$ cat src/rtl/axa_pkg.sv
// Shared AXA definitions: data widths, undo-stack tag encodings, opcodes that
// trigger an unwind, and the unwinder state encoding.
package axa_pkg;

   localparam int AXA_WORD_W     = 16;
   localparam int AXA_REG_AW     = 4;
   localparam int AXA_MAX_UNWIND = 16;
   localparam int AXA_CNT_W      = 5;

   localparam logic [1:0] TAG_REG  = 2'b00;
   localparam logic [1:0] TAG_LAND = 2'b01;

   localparam logic [5:0] OP_JERR = 6'h2A;
   localparam logic [5:0] OP_FAIL = 6'h2B;

   typedef enum logic [2:0] {
      UW_IDLE,
      UW_POP,
      UW_WRITE,
      UW_LOAD,
      UW_FAULT
   } unwind_state_t;

   function automatic logic [AXA_CNT_W-1:0] satInc(input logic [AXA_CNT_W-1:0] v);
      return (v == {AXA_CNT_W{1'b1}}) ? v : v + 1'b1;
   endfunction

endpackage

$ cat src/rtl/axa_undo_unwinder.sv
// Drains the AXA undo stack after jerr/fail: restores saved register values
// newest-first until a land marker, then reloads the PC from that marker.
module axa_undo_unwinder
   import axa_pkg::*;
#(
   parameter int WORD_W     = AXA_WORD_W,
   parameter int REG_AW     = AXA_REG_AW,
   parameter int MAX_UNWIND = AXA_MAX_UNWIND
) (
   input  logic              clk,
   input  logic              reset,
   input  logic              start,
   output logic              busy,
   output logic              stall,
   output logic              pop_req,
   input  logic              pop_ack,
   input  logic [WORD_W-1:0] pop_data,
   input  logic [REG_AW-1:0] pop_reg,
   input  logic [1:0]        pop_tag,
   input  logic              stack_empty,
   output logic              rf_we,
   output logic [REG_AW-1:0] rf_waddr,
   output logic [WORD_W-1:0] rf_wdata,
   output logic              pc_load,
   output logic [WORD_W-1:0] pc_value,
   output logic [4:0]        restored,
   output logic              err
);

   localparam logic [4:0] MAX_CNT = 5'(MAX_UNWIND);

   unwind_state_t     r_state;
   logic              r_busy;
   logic              r_popReq;
   logic              r_rfWe;
   logic [REG_AW-1:0] r_rfWaddr;
   logic [WORD_W-1:0] r_rfWdata;
   logic              r_pcLoad;
   logic [WORD_W-1:0] r_pcValue;
   logic [4:0]        r_restored;
   logic              r_err;

   // Every output is set on the edge that enters the state it belongs to, so
   // strobes are visible exactly during the WRITE/LOAD cycle.
   always_ff @(posedge clk or negedge reset) begin
      if (!reset) begin
         r_state    <= UW_IDLE;
         r_busy     <= 1'b0;
         r_popReq   <= 1'b0;
         r_rfWe     <= 1'b0;
         r_rfWaddr  <= '0;
         r_rfWdata  <= '0;
         r_pcLoad   <= 1'b0;
         r_pcValue  <= '0;
         r_restored <= '0;
         r_err      <= 1'b0;
      end else begin
         r_rfWe   <= 1'b0;
         r_pcLoad <= 1'b0;
         case (r_state)
            UW_IDLE: begin
               if (start) begin
                  r_state    <= UW_POP;
                  r_busy     <= 1'b1;
                  r_popReq   <= 1'b1;
                  r_restored <= '0;
                  r_err      <= 1'b0;
               end
            end
            UW_POP: begin
               // An ack wins over stack_empty: the entry on the bus is still valid.
               if (pop_ack) begin
                  r_popReq <= 1'b0;
                  case (pop_tag)
                     TAG_REG: begin
                        r_state    <= UW_WRITE;
                        r_rfWe     <= 1'b1;
                        r_rfWaddr  <= pop_reg;
                        r_rfWdata  <= pop_data;
                        r_restored <= satInc(r_restored);
                     end
                     TAG_LAND: begin
                        r_state   <= UW_LOAD;
                        r_pcLoad  <= 1'b1;
                        r_pcValue <= pop_data;
                     end
                     default: begin
                        r_state <= UW_FAULT;
                        r_err   <= 1'b1;
                     end
                  endcase
               end else if (stack_empty) begin
                  r_state  <= UW_FAULT;
                  r_popReq <= 1'b0;
                  r_err    <= 1'b1;
               end
            end
            UW_WRITE: begin
               if (r_restored >= MAX_CNT) begin
                  r_state <= UW_FAULT;
                  r_err   <= 1'b1;
               end else begin
                  r_state  <= UW_POP;
                  r_popReq <= 1'b1;
               end
            end
            UW_LOAD, UW_FAULT: begin
               r_state <= UW_IDLE;
               r_busy  <= 1'b0;
            end
            default: begin
               r_state <= UW_IDLE;
               r_busy  <= 1'b0;
            end
         endcase
      end
   end

   assign busy     = r_busy;
   assign stall    = r_busy;
   assign pop_req  = r_popReq;
   assign rf_we    = r_rfWe;
   assign rf_waddr = r_rfWaddr;
   assign rf_wdata = r_rfWdata;
   assign pc_load  = r_pcLoad;
   assign pc_value = r_pcValue;
   assign restored = r_restored;
   assign err      = r_err;

endmodule

$ cat config.mk
export PLATFORM = sky130hd
export DESIGN_NAME = axa_undo_unwinder
export DESIGN_NICKNAME = d
export VERILOG_FILES = /design/src/rtl/axa_pkg.sv /design/src/rtl/axa_undo_unwinder.sv
export SDC_FILE = /design/constraint.sdc
export NUM_CORES = 1
export LEC_CHECK = 0
export ABC_AREA = 1
export CORE_AREA = 2 2 71 73
export DETAILED_ROUTE_END_ITERATION = 8
export DIE_AREA = 0 0 73 75
export PLACE_DENSITY_LB_ADDON = 0.08
export SYNTH_ARGS = -nofsm -noshare
export SYNTH_HDL_FRONTEND = slang
export SYNTH_SLANG_ARGS = --single-unit
$ cat constraint.sdc
create_clock -name clk -period 3.9 [get_ports clk]
set_clock_uncertainty 0.05 [all_clocks]
set_input_delay 0.585 -clock clk [delete_from_list [all_inputs] [get_ports clk]]
set_output_delay 0.585 -clock clk [all_outputs]
set_load 0.02 [all_outputs]
==> reports/results.tsv, run 1 <==
stage	metric	value	unit
outcome	outcome	finished, final reports clean	
worst_setup_path	critical_path_peak_fanout	6	
layout	finalNetCount	334	
clock_tree	cts_resized	0	
logic_synthesis	syn_area_per_cell	9.64	um^2
sta	slew_viol_final	0	
power	power	2.46	mW
die	num_rows	25	
clock_tree	post_cts_buffers	0	
worst_setup_path	worstPathRequired	3.26	ns
layout	fin_util	0.659	
worst_setup_path	r2r.worst_path.cells	11	
clock_tree	htree_levels	2	
placement	place_area	0.00297	mm^2
sta	worst_slew_pin_slew	0.601	ns
worst_setup_path	path_cells	clkdlybuf4s50_1	
die	dieArea	0.00548	mm^2
power	p_clk_frac	0.142	
worst_setup_path	crit_path_max_incr_delay	0.64	ns
power	internal_power	1.48	mW
worst_setup_path	crit_slowest_cell	clkdlybuf4s50_1	
global_routing	grt_pass1_wl	7.56	mm
logic_synthesis	syn-cell-area	0.00223	mm^2
sta	setup_ws	1.89	ns
logic_synthesis	async_flop_share	1.00	
global_routing	grt_max_degree	38	
die	die_w	73	um
power	switchingPower	0.987	mW
worst_setup_path	cp.arrival	1.38	ns
worst_setup_path	reg2reg_slack	2.07	ns
sta	timing.slew.headroom	0.599	
worst_setup_path	end_kind	output pin	
clock_tree	cts_made_buffers	5	
detailed_routing	wl_per_cell	12.9	um
global_routing	grt-ovfl-total	0	
job	drv_cap	0	
worst_setup_path	cpLargestDelayFamily	buffers and inverters	
logic_synthesis	synthesis.nets	261	
worst_hold_path	min_path_type	primary input to asynchronous set/reset pin	
placement	pre_cts_ws	1.58	ns
die	fp.coreArea	0.00466	mm^2
power	power_leakage	1.50	nW
logic_synthesis	synth_ff_type	dfrtp_1	
logic_synthesis	synth_edf_count	0	
sta	setup_viol	0	
layout	n_antenna_cell	0	
detailed_routing	firstDrtPassIters	4	
placement	io_buffers	73	
power	power.share.combinational	0.498	
detailed_routing	finalWirelength	4.64	mm
logic_synthesis	ys_seq_area_frac	0.551	
clock_tree	ctsLongestPathBuffers	2	
logic_synthesis	yosys_register_bits	49	
power	power_frac_seq	0.360	
sta	period_share	0.516	
layout	seqCellArea	0.00123	mm^2
detailed_routing	drc	0	
worst_setup_path	r2r_start	restored[0]	
clock_tree	cts_root_buffer	clkbuf_8	
placement	gp_congestion	0.866	
power	p_per_area	802	mW/mm^2
layout	fill_cells	416	
layout	syn_to_final_growth	37.9	%
worst_setup_path	r2r_end	restored[0]	
detailed_routing	avgViaCountPerCell	4.79	
logic_synthesis	ys_warn_count	0	
die	fp.dieH	75	um
clock_tree	clock-sinks	49	
layout	drive_above_1_share	0.164	
layout	fin_area	0.00307	mm^2
power	sw_frac_of_total	0.400	
logic_synthesis	synth_cells	231	
logic_synthesis	synth_cell_types	26	
clock_tree	cts_tree	done	
clock_tree	clk_latency	0.29	ns
global_routing	grt_pass1_vias	1660	
sta	hold_viol_final	0	
sta	fin_crit	2.01	ns
die	num_io_pins	74	
die	start_util	0.478	
sta	fmax	497	MHz
global_routing	grt_antenna_before_repair	0	
detailed_routing	ant_nets	0	
global_routing	grt_use_total	0.183	
detailed_routing	num_vias	1715	
detailed_routing	drtIter0Drc	63	
sta	hold_slack	0.235	ns
layout	finalNonFillerCells	358	
layout	multi_input_comb_area	823	um^2
clock_tree	ctsHoldBuffers	0	
worst_setup_path	path_class	flip-flop to output pin	
sta	grt_setup_unrepaired	false	
placement	hpwl	3.33	mm
placement	placedCellCount	351	
worst_setup_path	critical_path.startpoint_type	flip-flop	
power	worst_ir_drop_vdd	0.399	mV
worst_setup_path	critPathBufInv	1	
sta	fin_tns_setup	0	ns
clock_tree	cts.clk_slew.worst_paths	0.08	ns
[cells in the mapped netlist, drive strengths merged (2+ instances only)]
cell type,instances,area (um^2)
nand3,6,35.0
o21ai,41,277
ha,3,37.5
nand2,73,330
buf,8,61.3
nor2,14,87.6
dfrtp,49,1230
inv,31,116
nand4,2,27.5
[logic make-up (layout without fill, tap and decap cells)]
family | count (synthesis) | count (layout) | synth area share
adder cells (fa/ha/maj) | 3 | 3 | 0.0169
AO/OA/AOI/OAI | 42 | 42 | 0.126
XOR/XNOR | 1 | 1 | 0.00393
flip-flops | 49 | 49 | 0.551
buffers and inverters | 39 | 112 | 0.0798
AND/OR/NAND/NOR | 97 | 97 | 0.222
[final cells by class]
cell class                      instances  share of cell area
Tap cell                               54              0.0220
Timing Repair Buffer                   74               0.239
Clock inverter                          2              0.0114
Sequential cell                        49               0.399
Clock buffer                            5              0.0224
Inverter                               31              0.0379
Multi-Input combinational cell        143               0.268
[power groups by stage]
stage	clock network, mW	registers (mW)	logic [mW]
finish	0.350	0.886	1.23
global route	0.379	0.917	1.33
CTS	0.362	0.890	1.24
detailed placement	0	0.897	1.24
global placement	0	0.890	1.22
floorplan	0	1.12	0.471
[placed cells by master, fill, tap and decap left out, types with 2 or more instances in the layout]
cell and instances:
o21ai_1 22, inv_1 27, o21ai_2 16, clkbuf_8 5, ha_1 3, clkdlybuf4s50_1 72
nand2_1 58, nand3_1 5, inv_2 4, o21ai_0 2, dfrtp_1 49, nand2_2 13
nor2_8 2, nor2_1 11
[state kept, by name, indices dropped and copies added, names as in the netlist]
register,count
restored,5
pc_load,1
pc_value,16
pop_req,1
rf_waddr,4
err,1
busy,1
rf_we,1
r_state,3
rf_wdata,16
[worst max-delay path by stage]
stage / startpoint / to / slack, ns / cells past startpoint
floorplan: restored[0] / restored[3] / 2.24 / 11
global placement: pop_ack / pc_value[15] / 1.62 / 8
detailed placement: pop_ack / pc_value[1] / 1.58 / 8
CTS: restored[0] / restored[0] / 1.86 / 1
global route: pop_ack / r_state[0] / 1.73 / 9
finish: restored[0] / restored[0] / 1.89 / 1
[per-layer routing]
layer  global-route usage  wire length, um
met1                0.230             2120
met2                0.300             2230
met3               0.0589              253
met4               0.0617               35
met5                    0                0
(Power assumes the default switching activity.)
==> run 2: changes to the inputs <==
- CORE_AREA: 2 2 71 73 -> 2 2 77 79
- DIE_AREA: 0 0 73 75 -> 0 0 79 81
- clock period: 3.9 -> 1.7 ns (I/O delays scaled with it)
==> run 2 against run 1 <==
Sequential power up 130%. Core utilization down 9.0 points. Clock-buffer cell count up 2. Worst hold slack better by 0.18 ns. Design area up 5.2%. Critical path depth unchanged. Worst setup slack worse by 1.8 ns. Die area grew 17%. Sequential share of layout area fell by 2.0 points. Clock power grew 85%. Critical path type unchanged.
==> reports/results.tsv, run 2 (synthesized netlist as in run 1, its figures left out) <==
stage	metric	value	unit
outcome	outcome	finished, final reports clean	
worst_setup_path	r2r_start	r_state[1]	
placement	gp_congestion	0.808	
detailed_routing	wl_per_cell	11.3	um
sta	hold_viol_final	0	
detailed_routing	finalWirelength	4.41	mm
global_routing	grt_use_total	0.155	
clock_tree	cts.clk_slew.worst_paths	0.08	ns
worst_setup_path	critPathBufInv	1	
worst_setup_path	path_class	flip-flop to output pin	
layout	final_cell_mix	clkdlybuf4s50_1, nand2_1, dfrtp_1, inv_1, o21ai_1	
worst_setup_path	r2r_end	pc_value[0]	
job	drv_cap	0	
clock_tree	cts_made_buffers	5	
die	num_rows	28	
die	fp.coreArea	0.00568	mm^2
clock_tree	clock-sinks	49	
die	start_util	0.392	
layout	final_common_cell	clkdlybuf4s50_1	
worst_setup_path	reg2reg_slack	0.17	ns
worst_setup_path	crit_slowest_cell	clkdlybuf4s50_1	
clock_tree	cts_tree	done	
power	power_leakage	1.61	nW
clock_tree	post_cts_buffers	0	
layout	syn_to_final_growth	45.0	%
die	num_io_pins	74	
die	dieArea	0.00640	mm^2
worst_setup_path	crit_path_max_incr_delay	0.62	ns
placement	hpwl	3.17	mm
global_routing	grt-ovfl-total	0	
layout	fin_area	0.00323	mm^2
worst_setup_path	cp.arrival	1.32	ns
sta	fin_crit	1.63	ns
die	fp.dieH	81	um
sta	timing.slew.headroom	0.732	
worst_setup_path	worstPathRequired	1.39	ns
layout	n_antenna_cell	0	
clock_tree	cts_root_buffer	clkbuf_8	
sta	hold_slack	0.416	ns
worst_setup_path	path_cells	clkdlybuf4s50_1	
detailed_routing	ant_nets	0	
worst_setup_path	cpLargestDelayFamily	buffers and inverters	
layout	drive_above_1_share	0.194	
power	worst_ir_drop_vdd	0.788	mV
global_routing	grt_pass1_wl	7.78	mm
sta	fmax	615	MHz
global_routing	grt_max_degree	50	
worst_setup_path	critical_path.startpoint_type	flip-flop	
clock_tree	ctsLongestPathBuffers	2	
sta	period_share	0.957	
placement	io_buffers	73	
detailed_routing	drtIter0Drc	47	
sta	slew_viol_final	0	
detailed_routing	firstDrtPassIters	4	
detailed_routing	num_vias	1691	
layout	fin_util	0.569	
clock_tree	clk_latency	0.29	ns
layout	finalNetCount	344	
sta	worst_slew_pin_slew	0.402	ns
sta	setup_viol	0	
die	die_w	79	um
sta	fin_tns_setup	0	ns
worst_setup_path	r2r.worst_path.cells	7	
sta	grt_setup_unrepaired	false	
placement	place_area	0.00311	mm^2
global_routing	grt_pass1_vias	1734	
worst_setup_path	end_kind	output pin	
detailed_routing	drc	0	
global_routing	grt_antenna_before_repair	0	
power	p_per_area	1730	mW/mm^2
detailed_routing	avgViaCountPerCell	4.34	
worst_setup_path	critical_path_peak_fanout	4	
clock_tree	htree_levels	2	
worst_hold_path	min_path_type	primary input to asynchronous set/reset pin	
==> run 2: worst max path at each step <==
stage	from	end	slack (ns)	depth (start not counted)
global placement	restored[0]	restored[2]	0.003	11
detailed placement	pop_ack	pc_value[13]	0.003	9
global route	restored[2]	restored[2]	0.0004	1
floorplan	restored[0]	restored[3]	0.04	11
CTS	restored[0]	restored[0]	0.008	2
finish	restored[3]	restored[3]	0.07	1
==> run 2: timing repair <==
item                                   in CTS  in global routing
hold buffers                                1                  0
gates cloned                                0                  0
setup endpoints to repair                   5                  8
gates resized for setup                     1                  7
pin swaps                                   0                  1
endpoints found under the hold margin      49                  0
==> run 2: stage by stage <==
| stage | power, mW | setup slack (ns) | std cells |
|---|---|---|---|
| after CTS | 5.65 | 0.00813 | 390 |
| after global placement | 4.93 | 0.00309 | 381 |
| final | 5.58 | 0.0737 | 390 |
| after floorplan | 3.64 | 0.0355 | 231 |
| after detailed placement | 4.94 | 0.00347 | 381 |
| after global routing | 5.99 | 0.000449 | 390 |
==> run 2: cell type report <==
| class | instances | area [um^2] |
|---|---|---|
| multi-input combinational | 143 | 841 |
| clock buffer | 7 | 76.3 |
| sequential | 49 | 1230 |
| fill | 567 | 2450 |
| tap | 75 | 93.8 |
| timing repair buffer | 84 | 868 |
| inverter | 31 | 116 |
| clock inverter | 1 | 7.51 |
==> run 2: power by group <==
group	internal (mW)	switching [mW]	leakage, nW
clock	0.291	0.357	0.0385
sequential	1.66	0.358	0.625
combinational	1.37	1.54	0.945
==> run 2: layer usage <==
layer | vias to the layer above | routed length (um) | GRT usage
li1 | 878 | - | -
met1 | 761 | 2020 | 0.194
met2 | 46 | 2050 | 0.259
met3 | 6 | 282 | 0.0467
met4 | 0 | 53 | 0.0466
met5 | - | 0 | 0
==> run 3: changes to the inputs <==
- MAX_ROUTING_LAYER: unset -> met4
==> run 3 against run 2 <==
Global-route usage increased by 0.46 points. Worst setup slack about the same. Register-to-register slack about the same. Critical endpoint unchanged.
==> reports/results.tsv, run 3 (synthesized netlist as in run 1, its figures left out) <==
stage	metric	value	unit
die	die_w	79	um
sta	setup_viol	0	
sta	hold_viol_final	0	
die	num_rows	28	
die	num_io_pins	74	
clock_tree	ctsLongestPathBuffers	2	
detailed_routing	num_vias	1692	
sta	slew_viol_final	0	
sta	fmax	615	MHz
sta	fin_crit	1.63	ns
worst_setup_path	critical_path_peak_fanout	4	
worst_setup_path	cpLargestDelayFamily	buffers and inverters	
worst_setup_path	critical_path.startpoint_type	flip-flop	
global_routing	grt_pass1_vias	1735	
detailed_routing	finalWirelength	4.41	mm
power	worst_ir_drop_vdd	0.787	mV
worst_setup_path	critPathBufInv	1	
global_routing	grt_antenna_before_repair	0	
layout	drive_above_1_share	0.194	
layout	finalNetCount	344	
layout	fill_cells	567	
placement	gp_congestion	0.820	
layout	fin_area	0.00323	mm^2
worst_setup_path	end_kind	output pin	
die	start_util	0.392	
layout	multi_input_comb_area	841	um^2
sta	timing.slew.headroom	0.732	
detailed_routing	ant_nets	0	
worst_hold_path	min_path_type	primary input to asynchronous set/reset pin	
placement	place_area	0.00311	mm^2
clock_tree	clk_latency	0.29	ns
layout	final_cell_mix	clkdlybuf4s50_1, nand2_1, dfrtp_1, inv_1, o21ai_1	
sta	hold_slack	0.416	ns
clock_tree	cts_root_buffer	clkbuf_8	
layout	n_antenna_cell	0	
die	dieArea	0.00640	mm^2
detailed_routing	firstDrtPassIters	4	
global_routing	grt-ovfl-total	0	
sta	fin_tns_setup	0	ns
worst_setup_path	cp.arrival	1.32	ns
layout	final_common_cell	clkdlybuf4s50_1	
worst_setup_path	path_class	flip-flop to output pin	
clock_tree	clock-sinks	49	
job	drv_cap	0	
global_routing	grt_max_degree	50	
layout	seqCellArea	0.00123	mm^2
power	power_leakage	1.61	nW
placement	io_buffers	73	
detailed_routing	drc	0	
sta	grt_setup_unrepaired	false	
sta	period_share	0.957	
placement	hpwl	3.17	mm
die	fp.coreArea	0.00568	mm^2
die	fp.dieH	81	um
outcome	outcome	finished, final reports clean	
clock_tree	cts_tree	done	
clock_tree	cts.clk_slew.worst_paths	0.08	ns
detailed_routing	drtIter0Drc	43	
clock_tree	post_cts_buffers	0	
global_routing	grt_use_total	0.159	
worst_setup_path	worstPathRequired	1.39	ns
placement	placedCellCount	381	
layout	syn_to_final_growth	45.0	%
worst_setup_path	path_cells	clkdlybuf4s50_1	
sta	worst_slew_pin_slew	0.402	ns
global_routing	grt_pass1_wl	7.78	mm
power	p_per_area	1730	mW/mm^2
power	power	5.58	mW
detailed_routing	wl_per_cell	11.3	um
clock_tree	htree_levels	2	
detailed_routing	avgViaCountPerCell	4.34	
clock_tree	cts_made_buffers	5	
worst_setup_path	crit_slowest_cell	clkdlybuf4s50_1	
layout	finalNonFillerCells	390	
worst_setup_path	crit_path_max_incr_delay	0.62	ns
[run 3: cell counts in the layout (fill, tap and decap cells not counted)]
No cell type changed its count.
[run 3: path summary, 6_finish.rpt]
check	startpoint	to	slack, ns	depth (start not counted)
min reg2reg	rf_waddr[3]	rf_waddr[3]	0.43	2
max	restored[3]	restored[3]	0.07	1
max in group asynchronous	reset	r_state[0]	0.95	3
min in group clk	rf_waddr[3]	rf_waddr[3]	0.43	2
max reg2reg	r_state[1]	pc_value[0]	0.17	7
min	reset	rf_wdata[0]	0.42	3
[run 3: report_power, final]
part / total, mW / internal [mW] / switching [mW] / leakage, nW
Sequential: 2.02 / 1.66 / 0.358 / 0.625
Clock: 0.648 / 0.291 / 0.357 / 0.0385
Combinational: 2.91 / 1.37 / 1.54 / 0.945
[run 3: stage by stage]
| step | setup WS, ns | util |
|---|---|---|
| floorplan | 0.0355 | - |
| global placement | 0.00309 | 0.548 |
| detailed placement | 0.00347 | 0.548 |
| CTS | 0.00813 | 0.565 |
| global route | 0.000460 | 0.569 |
| finish | 0.0738 | 0.569 |
[run 3: repair_timing]
action,in CTS,in global routing
gates resized for setup,1,7
hold endpoints to repair,49,0
pin swaps,0,1
setup endpoints to repair,5,8
hold buffers,1,0
[run 3: cell type report]
cell class,count,area share
sequential,49,0.380
timing repair buffer,84,0.269
multi-input combinational,143,0.260
inverter,31,0.0360
tap,75,0.0291
clock buffer,7,0.0236
clock inverter,1,0.00232
[run 3: layer usage]
layer / wire length [um] / vias to the layer above / track usage
met1: 2060 / 762 / 0.201
met3: 235 / 6 / 0.0356
met2: 2060 / 46 / 0.259
met4: 53 / 0 / 0.0466
li1: - / 878 / -
met5: 0 / - / -
